$ cat src/rtl/data_mem_arbiter_pkg.sv
// ============================================================================
// data_mem_arb_pkg : shared types for the two-requester data memory arbiter
// Revision 1.0
// ============================================================================
`default_nettype none

package data_mem_arb_pkg;

  localparam int NUM_REQ = 2;

  typedef enum logic [1:0] {
    IDLE   = 2'd0,
    ACCESS = 2'd1,
    RESP   = 2'd2
  } state_t;

endpackage

`default_nettype wire

$ cat src/rtl/data_mem_arbiter_if.sv
// ============================================================================
// data_mem_arb_if : requester handshake bus plus data_mem port bundle
// Revision 1.0
// ============================================================================
`default_nettype none

interface data_mem_arb_if #(
  parameter int ADDR_W = 10,
  parameter int DATA_W = 8
);

  logic [1:0]          req_valid;
  logic [1:0]          req_ready;
  logic [1:0]          req_we;
  logic [2*ADDR_W-1:0] req_addr;
  logic [2*DATA_W-1:0] req_wdata;
  logic [1:0]          rsp_valid;
  logic                rsp_err;
  logic [DATA_W-1:0]   rsp_rdata;
  logic                mem_write_enable;
  logic                mem_read_enable;
  logic [ADDR_W-1:0]   mem_address;
  logic [DATA_W-1:0]   mem_data_in;
  logic [DATA_W-1:0]   mem_data_out;

  // Arbiter side
  modport slave (
    input  req_valid, req_we, req_addr, req_wdata, mem_data_out,
    output req_ready, rsp_valid, rsp_err, rsp_rdata,
           mem_write_enable, mem_read_enable, mem_address, mem_data_in
  );

  // Requesters plus memory side
  modport master (
    output req_valid, req_we, req_addr, req_wdata, mem_data_out,
    input  req_ready, rsp_valid, rsp_err, rsp_rdata,
           mem_write_enable, mem_read_enable, mem_address, mem_data_in
  );

endinterface

`default_nettype wire

$ cat src/rtl/data_mem_arbiter_rr_pick2.sv
// ============================================================================
// rr_pick2 : combinational two-way round-robin picker
// Revision 1.0
// ============================================================================
`default_nettype none

module rr_pick2
  import data_mem_arb_pkg::*;
(
  input  logic [NUM_REQ-1:0] req,
  input  logic               last,
  output logic               gnt_id,
  output logic               gnt_any
);

  // Under contention the requester not granted last time wins
  assign gnt_any = |req;
  assign gnt_id  = (req == 2'b11) ? ~last : req[1];

endmodule

`default_nettype wire

$ cat src/rtl/data_mem_arbiter.sv
// ============================================================================
// data_mem_arbiter : round-robin arbiter and sequencer for the 16x8 data memory
// Revision 1.0
// ============================================================================
`default_nettype none

module data_mem_arbiter
  import data_mem_arb_pkg::*;
#(
  parameter int ADDR_W = 10,
  parameter int DATA_W = 8,
  parameter int DEPTH  = 16
)
(
  input  logic           clk,
  input  logic           rst_n,
  data_mem_arb_if.slave  bus
);

  localparam logic [ADDR_W:0] C_DEPTH = (ADDR_W+1)'(DEPTH);

  state_t              r_state;
  state_t              w_state_next;
  logic                r_last_gnt;
  logic                r_id;
  logic                r_we;
  logic                r_in_range;
  logic [ADDR_W-1:0]   r_addr;
  logic [DATA_W-1:0]   r_wdata;

  logic                w_gnt_id;
  logic                w_gnt_any;
  logic                w_handshake;
  logic                w_sel_we;
  logic [ADDR_W-1:0]   w_sel_addr;
  logic [DATA_W-1:0]   w_sel_wdata;

  rr_pick2 u_pick (
    .req     (bus.req_valid),
    .last    (r_last_gnt),
    .gnt_id  (w_gnt_id),
    .gnt_any (w_gnt_any)
  );

  assign w_handshake = (r_state == IDLE) && w_gnt_any;
  assign w_sel_we    = w_gnt_id ? bus.req_we[1] : bus.req_we[0];
  assign w_sel_addr  = w_gnt_id ? bus.req_addr[2*ADDR_W-1 -: ADDR_W]
                                : bus.req_addr[ADDR_W-1:0];
  assign w_sel_wdata = w_gnt_id ? bus.req_wdata[2*DATA_W-1 -: DATA_W]
                                : bus.req_wdata[DATA_W-1:0];

  always_ff @(posedge clk or negedge rst_n) begin
    if (!rst_n) begin
      r_state    <= IDLE;
      r_last_gnt <= 1'b1;
      r_id       <= 1'b0;
      r_we       <= 1'b0;
      r_in_range <= 1'b0;
      r_addr     <= '0;
      r_wdata    <= '0;
    end else begin
      r_state <= w_state_next;
      if (w_handshake) begin
        r_last_gnt <= w_gnt_id;
        r_id       <= w_gnt_id;
        r_we       <= w_sel_we;
        r_addr     <= w_sel_addr;
        r_wdata    <= w_sel_wdata;
        // Full-width compare: no wrap, so e.g. 1023 never aliases a real word
        r_in_range <= ({1'b0, w_sel_addr} < C_DEPTH);
      end
    end
  end

  always_comb begin
    w_state_next         = r_state;
    bus.req_ready        = 2'b00;
    bus.rsp_valid        = 2'b00;
    bus.rsp_err          = 1'b0;
    bus.rsp_rdata        = '0;
    bus.mem_write_enable = 1'b0;
    bus.mem_read_enable  = 1'b0;
    bus.mem_address      = '0;
    bus.mem_data_in      = '0;
    case (r_state)
      IDLE: begin
        if (w_gnt_any) begin
          bus.req_ready = w_gnt_id ? 2'b10 : 2'b01;
          w_state_next  = ACCESS;
        end
      end
      ACCESS: begin
        if (r_in_range) begin
          bus.mem_write_enable = r_we;
          bus.mem_read_enable  = ~r_we;
          bus.mem_address      = r_addr;
          bus.mem_data_in      = r_wdata;
        end
        w_state_next = RESP;
      end
      RESP: begin
        bus.rsp_valid = r_id ? 2'b10 : 2'b01;
        bus.rsp_err   = ~r_in_range;
        if (r_in_range && !r_we) begin
          bus.rsp_rdata = bus.mem_data_out;
        end
        w_state_next = IDLE;
      end
      default: w_state_next = IDLE;
    endcase
  end

endmodule

`default_nettype wire

$ cat src/flat_wrapper.sv
// flat-port wrapper written by rule: the top's interface ports become plain ports
module data_mem_arbiter_flat import data_mem_arb_pkg::*;
#(
  parameter int ADDR_W = 10,
  parameter int DATA_W = 8,
  parameter int DEPTH  = 16
)
  (clk, rst_n, bus_req_valid, bus_req_we, bus_req_addr, bus_req_wdata, bus_mem_data_out, bus_req_ready, bus_rsp_valid, bus_rsp_err, bus_rsp_rdata, bus_mem_write_enable, bus_mem_read_enable, bus_mem_address, bus_mem_data_in);
  data_mem_arb_if #(.ADDR_W(ADDR_W), .DATA_W(DATA_W)) bus_i ();
  input  logic clk;
  input  logic rst_n;
  input wire logic [$bits(bus_i.req_valid)-1:0] bus_req_valid;
  input wire logic [$bits(bus_i.req_we)-1:0] bus_req_we;
  input wire logic [$bits(bus_i.req_addr)-1:0] bus_req_addr;
  input wire logic [$bits(bus_i.req_wdata)-1:0] bus_req_wdata;
  input wire logic [$bits(bus_i.mem_data_out)-1:0] bus_mem_data_out;
  output wire logic [$bits(bus_i.req_ready)-1:0] bus_req_ready;
  output wire logic [$bits(bus_i.rsp_valid)-1:0] bus_rsp_valid;
  output wire logic [$bits(bus_i.rsp_err)-1:0] bus_rsp_err;
  output wire logic [$bits(bus_i.rsp_rdata)-1:0] bus_rsp_rdata;
  output wire logic [$bits(bus_i.mem_write_enable)-1:0] bus_mem_write_enable;
  output wire logic [$bits(bus_i.mem_read_enable)-1:0] bus_mem_read_enable;
  output wire logic [$bits(bus_i.mem_address)-1:0] bus_mem_address;
  output wire logic [$bits(bus_i.mem_data_in)-1:0] bus_mem_data_in;
  assign bus_i.req_valid = bus_req_valid;
  assign bus_i.req_we = bus_req_we;
  assign bus_i.req_addr = bus_req_addr;
  assign bus_i.req_wdata = bus_req_wdata;
  assign bus_i.mem_data_out = bus_mem_data_out;
  assign bus_req_ready = bus_i.req_ready;
  assign bus_rsp_valid = bus_i.rsp_valid;
  assign bus_rsp_err = bus_i.rsp_err;
  assign bus_rsp_rdata = bus_i.rsp_rdata;
  assign bus_mem_write_enable = bus_i.mem_write_enable;
  assign bus_mem_read_enable = bus_i.mem_read_enable;
  assign bus_mem_address = bus_i.mem_address;
  assign bus_mem_data_in = bus_i.mem_data_in;
  data_mem_arbiter #(.ADDR_W(ADDR_W), .DATA_W(DATA_W), .DEPTH(DEPTH)) u_core (.clk(clk), .rst_n(rst_n), .bus(bus_i));
endmodule
$ cat config.mk
export PLATFORM = sky130hd
export DESIGN_NAME = data_mem_arbiter_flat
export DESIGN_NICKNAME = d
export VERILOG_FILES = /design/src/rtl/data_mem_arbiter_pkg.sv /design/src/rtl/data_mem_arbiter_if.sv /design/src/rtl/data_mem_arbiter_rr_pick2.sv /design/src/rtl/data_mem_arbiter.sv /design/src/flat_wrapper.sv
export SDC_FILE = /design/constraint.sdc
export NUM_CORES = 1
export LEC_CHECK = 0
export CAP_MARGIN = 20
export CELL_PAD_IN_SITES_DETAIL_PLACEMENT = 1
export CELL_PAD_IN_SITES_GLOBAL_PLACEMENT = 1
export CORE_UTILIZATION = 23
export CTS_CLUSTER_SIZE = 12
export DETAILED_ROUTE_END_ITERATION = 12
export GPL_ROUTABILITY_DRIVEN = 1
export PLACE_DENSITY = 0.83
export RECOVER_POWER = 50
export SLEW_MARGIN = 10
export SYNTH_ARGS = -nofsm -noshare
export SYNTH_HDL_FRONTEND = slang
export SYNTH_SLANG_ARGS = --single-unit
export TNS_END_PERCENT = 100
$ cat constraint.sdc
create_clock -name clk -period 1.35 [get_ports clk]
set_input_delay 0.27 -clock clk [delete_from_list [all_inputs] [get_ports clk]]
set_output_delay 0.27 -clock clk [all_outputs]
set_load 0.03 [all_outputs]
# Yosys cells after proc, flatten, opt, wreduce, memory -nomap -nowiden
# Cells that the tools add are included.
# totals
elab_cells,42
register_bits,24
output_inout_bits,33
input_bits,50
# classes
n_bitwise,3
muxes,22
n_reduce_logical,5
eq_ne,4
magnitude_cmp,1
# op_table
operator,count
$mux W8,5
$mux W10,3
$mux W2,6
$lt A10 B5 Y1 const B,1
$mux W1,7
$eq A2 B2 Y1 const B,2
$pmux W2 S2,1
$not A1 Y1,3
$eq A2 B1 Y1 const B,1
$logic_and A1 B1 Y1,2
$logic_not A2 Y1,1
$ne A2 B1 Y1 const B,1
$reduce_or A2 Y1,1
$logic_not A1 Y1,1

# Depth between registers and ports, before layout
# logic_depth
ltp_word,5
depth_mapped,6

# Cells and area by module
# From an unflattened synthesis, not the netlist that was laid out.
# unflattened
cells_unflattened,145
area_unflattened_um2,1341.3
# by_module_without_submodules
mod,area_per_inst_um2,seq_area_each_um2,n_inst,cells_each
data_mem_arbiter,1327.5,601.8,1,143
rr_pick2,13.8,0.0,1,2

# Worst setup path before layout
# OpenSTA, ideal clock, no wires.
# synth_path
path_type,reg-to-output
from,register u_core.r_state[0]
to,output bus_rsp_rdata[0]
n_path_buf,0
path_slack_ns,-0.114
t_arrival_ns,1.194
path_stages_with_launch,4
cell_sequence,dfrtp_1 > nand2b_1 > nor3b_2 > and2_1
# synth_between
elab_chain_cells,2
# synth_lines
item,line,text
from (decl),data_mem_arbiter.sv:22,state_t r_state;
from (signal assigned),data_mem_arbiter.sv:62,r_state <= w_state_next;
$eq A2 B2 Y1,data_mem_arbiter.sv:85,case (r_state)
$mux W8,data_mem_arbiter.sv:85,
to (decl),flat_wrapper.sv:20,output wire logic [$bits(bus_i.rsp_rdata)-1:0] bus_rsp_rdata;
# No other way between the ends.

# Final worst setup path
# Same ends and word-level chain as after synthesis.

==> out/metrics.yaml <==
grt_pass1_wl_um: 7900
dp_slack_ns: -0.445
top_layer_used: "met4"
drt-initial-drc-count: 35
gp_congestion: 0.689
hold_violations: 0
cp.arrival_ns: 1.44
clock-sinks: 24
die_x_um: 78.1
avgSynthCellArea_um2: 9.73
endpoint_kind: "output port"
diodes: 0
wl_met3_um: 174
wl_met1_um: 1990
cts.clk_slew.worst_paths_ns: 0.09
wirelength_um: 5090
p_leak_nw: 1.31
route.met2.wl_um: 2910
die_h_um: 78.1
grt_pass1_vias: 1596
cp_max_fo: 8
clock_path_buffers: 2
relSlewSlack: 0.576
nets: 294
critPathKind: "register to output port"
cts_hold_buf: 0
synth-seq-area-share: 0.452
cts_max_level: 1
io_pins: 83
start_util: 0.241
final_layout_size_suffix_gt1_frac: 0.490
postPlaceCellArea_um2: 2360
fin_util: 0.518
insertion_delay_ns: 0.27
cts_root_buf: "clkbuf_8"
cts_buffers: 3
worst_slack_ns: -0.362
worstHoldPathType: "input pin to register"
synth_cell_types: 25
antenna_found_initial: 0
wire_per_inst_um: 16.1
total_power_w: 0.00433
seqPwrFrac: 0.303
finalSetupViolCount: 55
violations: "negative setup slack"
powerDensity_nw_per_um2: 1510
vdd_drop_max_uv: 627
clock_skew_ns: 0.00164
drv_cap: 0
cpMaxStageDelayCell: "dfrtp_1"
fin_area_um2: 2870
final_common_cell: "clkdlybuf4s50_1"
status: "complete, but fails checks"
ys_ff_latch: 24
max_freq_ghz: 0.584
route.detailed.drc: 0
syn2layout_area_growth_pct: 115
p_comb_frac: 0.580
hold_ws_ns: 0.425
synth_nets: 187
vias: 1445
rsz0062_at_grt: "yes"
cp.required_ns: 1.08
final_cell_mix: "clkdlybuf4s50_1 (42), buf_6 (37), dfrtp_1 (22)"
hpwl_um: 3530
p_int_w: 0.00273
p_sw_w: 0.00160
fin_crit_sh: 1.27
grt_use_total: 0.167
grt_max_degree: 25
synthCells: 137
tightestPinTransition_ns: 0.636
via_per_inst: 4.59
worstPathCellList: "nand2b_4 -> nor3b_2 -> buf_4 -> and2_2 -> buf_6"
port_buffers: 82
dieArea_um2: 6100
clockPowerShare: 0.118
drt.antenna.violating_nets: 0
switching_share: 0.369
min_period_ns: 1.71
grt.overflow.total: 0
slew_viol_final: 0
worstSetupStartpointType: "register"
syn_area_um2: 1330
rows: 27
yosysWarnings: 0
fp.coreArea_um2: 5540
slowest_delay_ns: 0.41
cts_tree: "yes"
firstDrtPassIters: 4
[synth_stat cells, drive strengths merged]
master	count	area share
a21boi	1	0.0085
a21o	2	0.011
a221o	5	0.038
a31oi	1	0.0047
and2	10	0.047
and3	24	0.11
buf	5	0.026
clkbuf	5	0.014
dfrtp	23	0.43
dfstp	1	0.020
inv	2	0.0056
mux2i	14	0.11
nand2	15	0.042
nand2b	1	0.0047
nor2	6	0.024
nor2b	2	0.0094
nor3b	1	0.0094
nor4	2	0.014
o21ai	16	0.063
or4	1	0.0085
[repair_timing]
action,in CTS,in global routing
resized for setup,67,30
buffers inserted,5,7
hold endpoints to repair,0,0
pin swaps,9,14
cloned,2,1
setup endpoints to repair,53,55
[final timing paths]
kind	from	to	slack [ns]	cells past startpoint
setup / recovery	u_core.r_state[0]	bus_rsp_rdata[0]	-0.36	5
hold / removal	bus_req_addr[4]	u_core.r_addr[4]	0.42	3
setup reg to reg	u_core.r_state[1]	u_core.r_addr[1]	-0.27	8
hold reg to reg	u_core.r_wdata[5]	u_core.r_wdata[5]	0.49	2
max in group asynchronous	rst_n	u_core.r_state[1]	0.34	2
min in group asynchronous	rst_n	u_core.r_addr[3]	0.56	2
[state kept, by name, indices dropped and copies added (netlist names)]
register           cells
u_core.r_id            1
u_core.r_last_gnt      1
u_core.r_in_range      1
u_core.r_addr         10
u_core.r_we            1
u_core.r_wdata         8
u_core.r_state         2
[worst max-delay path: cells and delay by family, from the launching register on]
family | cells | cell delay [ns]
buffers and inverters | 2 | 0.29
flip-flops | 1 | 0.41
AND/OR/NAND/NOR | 3 | 0.46
[stage by stage]
step,cells,TNS (ns)
global route,315,-16.22
floorplan,137,-0.456
detailed placement,300,-10.11
finish,315,-13.19
global placement,300,-9.14
CTS,309,-10.42
[power by group through the flow]
stage | registers [W] | clock network [W] | logic [W]
global placement | 0.00126 | 0 | 0.00172
CTS | 0.00130 | 0.000511 | 0.00223
global route | 0.00136 | 0.000534 | 0.00271
finish | 0.00131 | 0.000509 | 0.00251
floorplan | 0.00123 | 0 | 0.000970
detailed placement | 0.00129 | 0 | 0.00178
[area by class of cell]
class                   instances  area (um^2)
repair buffers                112         1230
flip-flops and latches         24          603
well taps                      72         90.1
inverters                       2         7.51
fillers                       593         2670
multi-input cells             101          877
clock buffers                   4         55.1
[layer usage]
metal	vias to the layer above	global-route usage
li1	698	-
met1	707	0.186
met2	38	0.331
met3	2	0.0256
met4	0	0.0333
met5	-	0
[cell families after synthesis]
family                 count (synthesis)  synth area share
AND/OR/NAND/NOR                       62             0.272
buffers and inverters                 12            0.0460
AO/OA/AOI/OAI                         25             0.125
multiplexers                          14             0.105
flip-flops                            24             0.452
Power figures use the tool's default switching activity.
